--- config.mk ---
export PLATFORM = sky130hd
export DESIGN_NAME = quad_decoder_flat
export DESIGN_NICKNAME = d
export VERILOG_FILES = /design/src/rtl/quad_decoder_if.sv /design/src/rtl/quad_decoder.sv /design/src/flat_wrapper.sv
export SDC_FILE = /design/constraint.sdc
export NUM_CORES = 1
export LEC_CHECK = 0
export BUFFER_PORTS_ARGS = -buffer_cell sky130_fd_sc_hd__buf_2
export CORE_AREA = 2 2 50 52
export CTS_BUF_LIST = sky130_fd_sc_hd__clkbuf_16
export DETAILED_ROUTE_END_ITERATION = 6
export DIE_AREA = 0 0 52 54
export SYNTH_ARGS = -nofsm -noshare
export SYNTH_HDL_FRONTEND = slang
export SYNTH_SLANG_ARGS = --single-unit
--- constraint.sdc ---
create_clock -name clk -period 1.9 [get_ports clk]
set_input_delay 0.38 -clock clk [delete_from_list [all_inputs] [get_ports clk]]
set_output_delay 0.38 -clock clk [all_outputs]
set_load 0.01 [all_outputs]
--- src/rtl/quad_decoder_if.sv ---
// Quadrature decoder bus: encoder phases and control in, count and strobes out.
interface quad_decoder_if #(
  parameter int WIDTH = 4
);
  logic             a;
  logic             b;
  logic             en;
  logic             ld;
  logic [WIDTH-1:0] d;
  logic             clr_err;
  logic [WIDTH-1:0] q;
  logic             m;
  logic             step;
  logic             err;
  logic             err_flag;

  modport master (
    output a, b, en, ld, d, clr_err,
    input  q, m, step, err, err_flag
  );

  modport slave (
    input  a, b, en, ld, d, clr_err,
    output q, m, step, err, err_flag
  );
endinterface

--- src/rtl/quad_decoder.sv ---
// Quadrature decoder: synchronises A/B, classifies each phase transition and
// maintains a wrapping position count with direction, step and error strobes.
module quad_decoder #(
  parameter int WIDTH       = 4,
  parameter int SYNC_STAGES = 2
) (
  input  logic          clk,
  input  logic          clr,
  quad_decoder_if.slave bus
);

  localparam int PRIME_W = $clog2(SYNC_STAGES + 2);
  localparam logic [PRIME_W-1:0] PRIME_LAST = PRIME_W'(SYNC_STAGES + 1);

  logic [SYNC_STAGES-1:0] a_sync_q, a_sync_d;
  logic [SYNC_STAGES-1:0] b_sync_q, b_sync_d;
  logic [1:0]             ab_prev_q, ab_prev_d;
  logic [PRIME_W-1:0]     prime_q, prime_d;
  logic [WIDTH-1:0]       cnt_q, cnt_d;
  logic                   m_q, m_d;
  logic                   step_q, step_d;
  logic                   err_q, err_d;
  logic                   err_flag_q, err_flag_d;

  logic [1:0] ab_s;
  logic       primed;
  logic       fwd, rev, bad;

  assign ab_s   = {a_sync_q[SYNC_STAGES-1], b_sync_q[SYNC_STAGES-1]};
  assign primed = (prime_q == PRIME_LAST);

  // Classify the previous->current synced phase pair (Gray-code walk).
  always_comb begin
    fwd = 1'b0;
    rev = 1'b0;
    bad = 1'b0;
    case ({ab_prev_q, ab_s})
      4'b00_10, 4'b10_11, 4'b11_01, 4'b01_00: fwd = 1'b1;
      4'b00_01, 4'b01_11, 4'b11_10, 4'b10_00: rev = 1'b1;
      4'b00_11, 4'b11_00, 4'b01_10, 4'b10_01: bad = 1'b1;
      default: ;
    endcase
  end

  // Next-state: sync shift, priming window, count/load and error tracking.
  always_comb begin
    a_sync_d   = {a_sync_q[SYNC_STAGES-2:0], bus.a};
    b_sync_d   = {b_sync_q[SYNC_STAGES-2:0], bus.b};
    ab_prev_d  = ab_s;
    prime_d    = prime_q;
    cnt_d      = cnt_q;
    m_d        = m_q;
    step_d     = 1'b0;
    err_d      = 1'b0;
    if (!primed) begin
      // Sync chain still holds reset/stale data: track it but never act on it.
      prime_d = prime_q + 1'b1;
    end else begin
      err_d = bad;
      if (bus.ld) begin
        cnt_d = bus.d;
      end else if (bus.en && fwd) begin
        cnt_d  = cnt_q + WIDTH'(1);
        m_d    = 1'b0;
        step_d = 1'b1;
      end else if (bus.en && rev) begin
        cnt_d  = cnt_q - WIDTH'(1);
        m_d    = 1'b1;
        step_d = 1'b1;
      end
    end
    // A fresh illegal transition outranks a clear request.
    if (err_d)            err_flag_d = 1'b1;
    else if (bus.clr_err) err_flag_d = 1'b0;
    else                  err_flag_d = err_flag_q;
  end

  // State registers with synchronous active-low clear.
  always_ff @(posedge clk) begin
    if (!clr) begin
      a_sync_q   <= '0;
      b_sync_q   <= '0;
      ab_prev_q  <= '0;
      prime_q    <= '0;
      cnt_q      <= '0;
      m_q        <= 1'b0;
      step_q     <= 1'b0;
      err_q      <= 1'b0;
      err_flag_q <= 1'b0;
    end else begin
      a_sync_q   <= a_sync_d;
      b_sync_q   <= b_sync_d;
      ab_prev_q  <= ab_prev_d;
      prime_q    <= prime_d;
      cnt_q      <= cnt_d;
      m_q        <= m_d;
      step_q     <= step_d;
      err_q      <= err_d;
      err_flag_q <= err_flag_d;
    end
  end

  assign bus.q        = cnt_q;
  assign bus.m        = m_q;
  assign bus.step     = step_q;
  assign bus.err      = err_q;
  assign bus.err_flag = err_flag_q;

endmodule

--- src/flat_wrapper.sv ---
// flat-port wrapper written by rule: the top's interface ports become plain ports
module quad_decoder_flat 
#(
  parameter int WIDTH       = 4,
  parameter int SYNC_STAGES = 2
)
  (clk, clr, bus_a, bus_b, bus_en, bus_ld, bus_d, bus_clr_err, bus_q, bus_m, bus_step, bus_err, bus_err_flag);
  quad_decoder_if #(.WIDTH(WIDTH)) bus_i ();
  input  logic clk;
  input  logic clr;
  input wire logic [$bits(bus_i.a)-1:0] bus_a;
  input wire logic [$bits(bus_i.b)-1:0] bus_b;
  input wire logic [$bits(bus_i.en)-1:0] bus_en;
  input wire logic [$bits(bus_i.ld)-1:0] bus_ld;
  input wire logic [$bits(bus_i.d)-1:0] bus_d;
  input wire logic [$bits(bus_i.clr_err)-1:0] bus_clr_err;
  output wire logic [$bits(bus_i.q)-1:0] bus_q;
  output wire logic [$bits(bus_i.m)-1:0] bus_m;
  output wire logic [$bits(bus_i.step)-1:0] bus_step;
  output wire logic [$bits(bus_i.err)-1:0] bus_err;
  output wire logic [$bits(bus_i.err_flag)-1:0] bus_err_flag;
  assign bus_i.a = bus_a;
  assign bus_i.b = bus_b;
  assign bus_i.en = bus_en;
  assign bus_i.ld = bus_ld;
  assign bus_i.d = bus_d;
  assign bus_i.clr_err = bus_clr_err;
  assign bus_q = bus_i.q;
  assign bus_m = bus_i.m;
  assign bus_step = bus_i.step;
  assign bus_err = bus_i.err;
  assign bus_err_flag = bus_i.err_flag;
  quad_decoder #(.WIDTH(WIDTH), .SYNC_STAGES(SYNC_STAGES)) u_core (.clk(clk), .clr(clr), .bus(bus_i));
endmodule
==> metrics.txt <==
Pleak=0.000422 uW; Port Buf Inserts=18; hold wc startpoint=bus_b; relative slew slack=0.820; CP Capture Type=flop; fillcell total=240; Cell variety after synth=25; reg2reg path depth=9; crit-path cells=xor2_1 > nor2_1 > nand2_1 > buf_4 > ha_1 > a21oi_2 > xor2_1 > xnor2_1 > a21o_1; CP Launch Type=flop; Finished Layout Cells=125; Hold Vio Cnt, Final=0; Ports=19; Overflow after GRT=0; RSZ-0062 raised after global routing=true; CP most frequent cell=xor2_1; clk buf depth=2; CTS tree=done; number of iterations in the first detailed-routing pass=1; worst min-delay path class=in2reg; initial DRC count=0; Max VDD drop=0.000540 V; vias in the first global route=551; crit path buf inv count=1; final worst-path cycle share=0.983; CP max FO=3; drt wl/cell=10.7 um; Worst Max-Slew Pin Slew=268 ps; Sw Share=0.225; Period minus WS final=1870 ps; clk root buf=clkbuf_16; share of cells above drive strength 1=0.337; post-route ant nets=0; antenna fix cells=0; CP delay by family, top=XOR/XNOR gates; post-synthesis sequential element count=16; Worst Path Required=2040 ps; Slew Limit Fails=0; Psw=206 uW; first-pass GRT wire length=2250 um; Final Skew=3.09 ps; final setup violation count=0; MaxCap Viol Count=0; post-synthesis sequential area ratio=0.448; Post-Syn Area per Cell=9.92 um^2; Max Freq=535 MHz; Final Cell Area=946 um^2; hold depth=2; routability cong.=0.783; Post-Syn Area=714 um^2; gr usage total=0.112; Cells after Synth=72; Mapped Nets=87; Synth-to-Final Area Change=32.4%; Clk Latency, worst-skew pair=240 ps; largest net degree at the start of global routing=17; initial core utilization=0.308; Final Core Density=0.408; Int Power=707 uW; Critical R2R Capture=u_core.bus.q[3]; clk slew on worst S/H paths=50 ps; die footprint=2810 um^2; Post-synth EDFFs=0; nets=111; CTS Hold Bufs=0; antenna violations before repair=0; WS Path Type=reg2reg; Power Density=966 nW/um^2; clk sinks=16; worst hold path endpoint=u_core.b_sync_q[0]; worst r2r src=u_core.b_sync_q[1]; r2r setup slk=30 ps; FP Rows=18; die width=52 um; Crit path arrival time=2010 ps; clock buffer count from CTS=3; Reg area=323 um^2; Die Height=54 um; prevailing post-synth register cell=dfxtp_1; Comb power frac=0.148; vias per std cell=4.30; DP Area=846 um^2; sequential fraction of design power=0.410; DP HPWL=978 um; Max H-tree Level=1; via count=537; drt drc=0; total wire length=1330 um; Placed Cells=119; Multi-input gate area=379 um^2; status=completed; crit-path max cell delay=330 ps; clock power share=0.443; fraction of registers with async set/reset=0; CP max stage cell=dfxtp_2; Synthesis Warnings=0; total core area=2320 um^2
[state kept, by name, indices dropped and copies added (netlist names)]
signal and flops:
u_core.bus.m 1, u_core.bus.err_flag 1, u_core.b_sync_q 2, u_core.bus.err 1
u_core.a_sync_q 2, u_core.prime_q 2, u_core.bus.q 4, u_core.ab_prev_q 2
u_core.bus.step 1
[power by group through the flow]
stage          Combinational (uW)  Sequential, uW  Clock [uW]
6_report                      135             374         404
5_1_grt                       152             376         435
4_1_cts                       135             374         419
3_5_place_dp                  129             381           0
3_3_place_gp                  126             379           0
2_1_floorplan                89.7             380           0
[routing by layer]
| metal | vias to the layer above | share of wire | GRT usage |
|---|---|---|---|
| li1 | 282 | - | - |
| met4 | 0 | 0.014 | 0.0789 |
| met2 | 12 | 0.47 | 0.190 |
| met3 | 2 | 0.049 | 0.0250 |
| met5 | - | 0 | 0 |
| met1 | 241 | 0.47 | 0.126 |
[worst max path at each step]
stage	slack (ps)	end	cells past startpoint	from
floorplan	80	u_core.bus.q[3]	9	u_core.b_sync_q[1]
global placement	40	u_core.bus.q[3]	9	u_core.b_sync_q[1]
detailed placement	-20	u_core.bus.q[3]	9	u_core.b_sync_q[1]
CTS	1	u_core.bus.q[3]	9	u_core.b_sync_q[1]
global route	-100	u_core.bus.q[3]	9	u_core.b_sync_q[1]
finish	30	u_core.bus.q[3]	9	u_core.b_sync_q[1]
[repair_timing]
| item | 4_1_cts | 5_1_grt |
|---|---|---|
| buffers inserted | 2 | 0 |
| pin swaps | 6 | 7 |
| gates resized for setup | 2 | 2 |
| endpoints found under the setup margin | 1 | 2 |
| gates cloned | 0 | 0 |
[metrics by stage]
stage	hold WS (ps)	worst slack (ps)	setup TNS, ps	power (uW)
finish	341	32.2	0	913
global route	344	-105	-136	963
CTS	338	1.24	0	928
detailed placement	431	-20.6	-20.6	510
global placement	414	43.2	0	505
floorplan	412	81.6	0	470
[placed cells by master (no fill, tap or decap)]
master,count
buf_2,18
dfxtp_1,14
xnor2_1,7
and2_1,7
nand2_1,6
nor2_1,4
mux2i_1,4
buf_4,4
ha_1,3
clkbuf_16,3
xor2_1,2
inv_1,2
a21o_1,2
nor2b_1,2
dfxtp_2,2
o21ai_2,1
a211oi_1,1
nor3_2,1
a311oi_1,1
a21oi_2,1
nand4_1,1
o21ai_0,1
nor3_1,1
a31o_2,1
nand3_1,1
a21boi_1,1
o21ai_1,1
and2_2,1
fa_1,1
clkinv_1,1
[synthesized netlist by cell type, types with 2 or more instances]
master | n | area (um^2)
a21o_1 | 2 | 15.0
and2_1 | 7 | 43.8
clkbuf_1 | 3 | 11.3
dfxtp_1 | 16 | 320
ha_1 | 3 | 37.5
inv_1 | 2 | 7.51
mux2i_1 | 4 | 40.0
nand2_1 | 6 | 22.5
nor2_1 | 4 | 15.0
nor2b_1 | 2 | 12.5
o21ai_0 | 2 | 10.0
xnor2_1 | 7 | 61.3
xor2_1 | 2 | 17.5
[area by class of cell]
type	instances	share of cell area
Tap cell	30	0.0397
Clock inverter	1	0.00397
Sequential cell	16	0.341
Multi-Input combinational cell	51	0.401
Timing Repair Buffer	22	0.127
Clock buffer	3	0.0794
Inverter	2	0.00794
[worst register-to-register path, cell delays in order (launching register included)]
cell and delay, ps:
dfxtp_2 330, xor2_1 160, nor2_1 130, nand2_1 120, buf_4 160, ha_1 310
a21oi_2 140, xor2_1 180, xnor2_1 100, a21o_1 160
[logic make-up after synthesis]
| logic type | synth area share |
|---|---|
| adder cells (fa/ha/maj) | 0.0806 |
| multiplexers | 0.0560 |
| AND/OR/NAND/NOR | 0.179 |
| flip-flops | 0.448 |
| XOR/XNOR | 0.110 |
| buffers and inverters | 0.0263 |
| AO/OA/AOI/OAI | 0.0998 |
No activity file was read; power rests on OpenSTA's default activity.
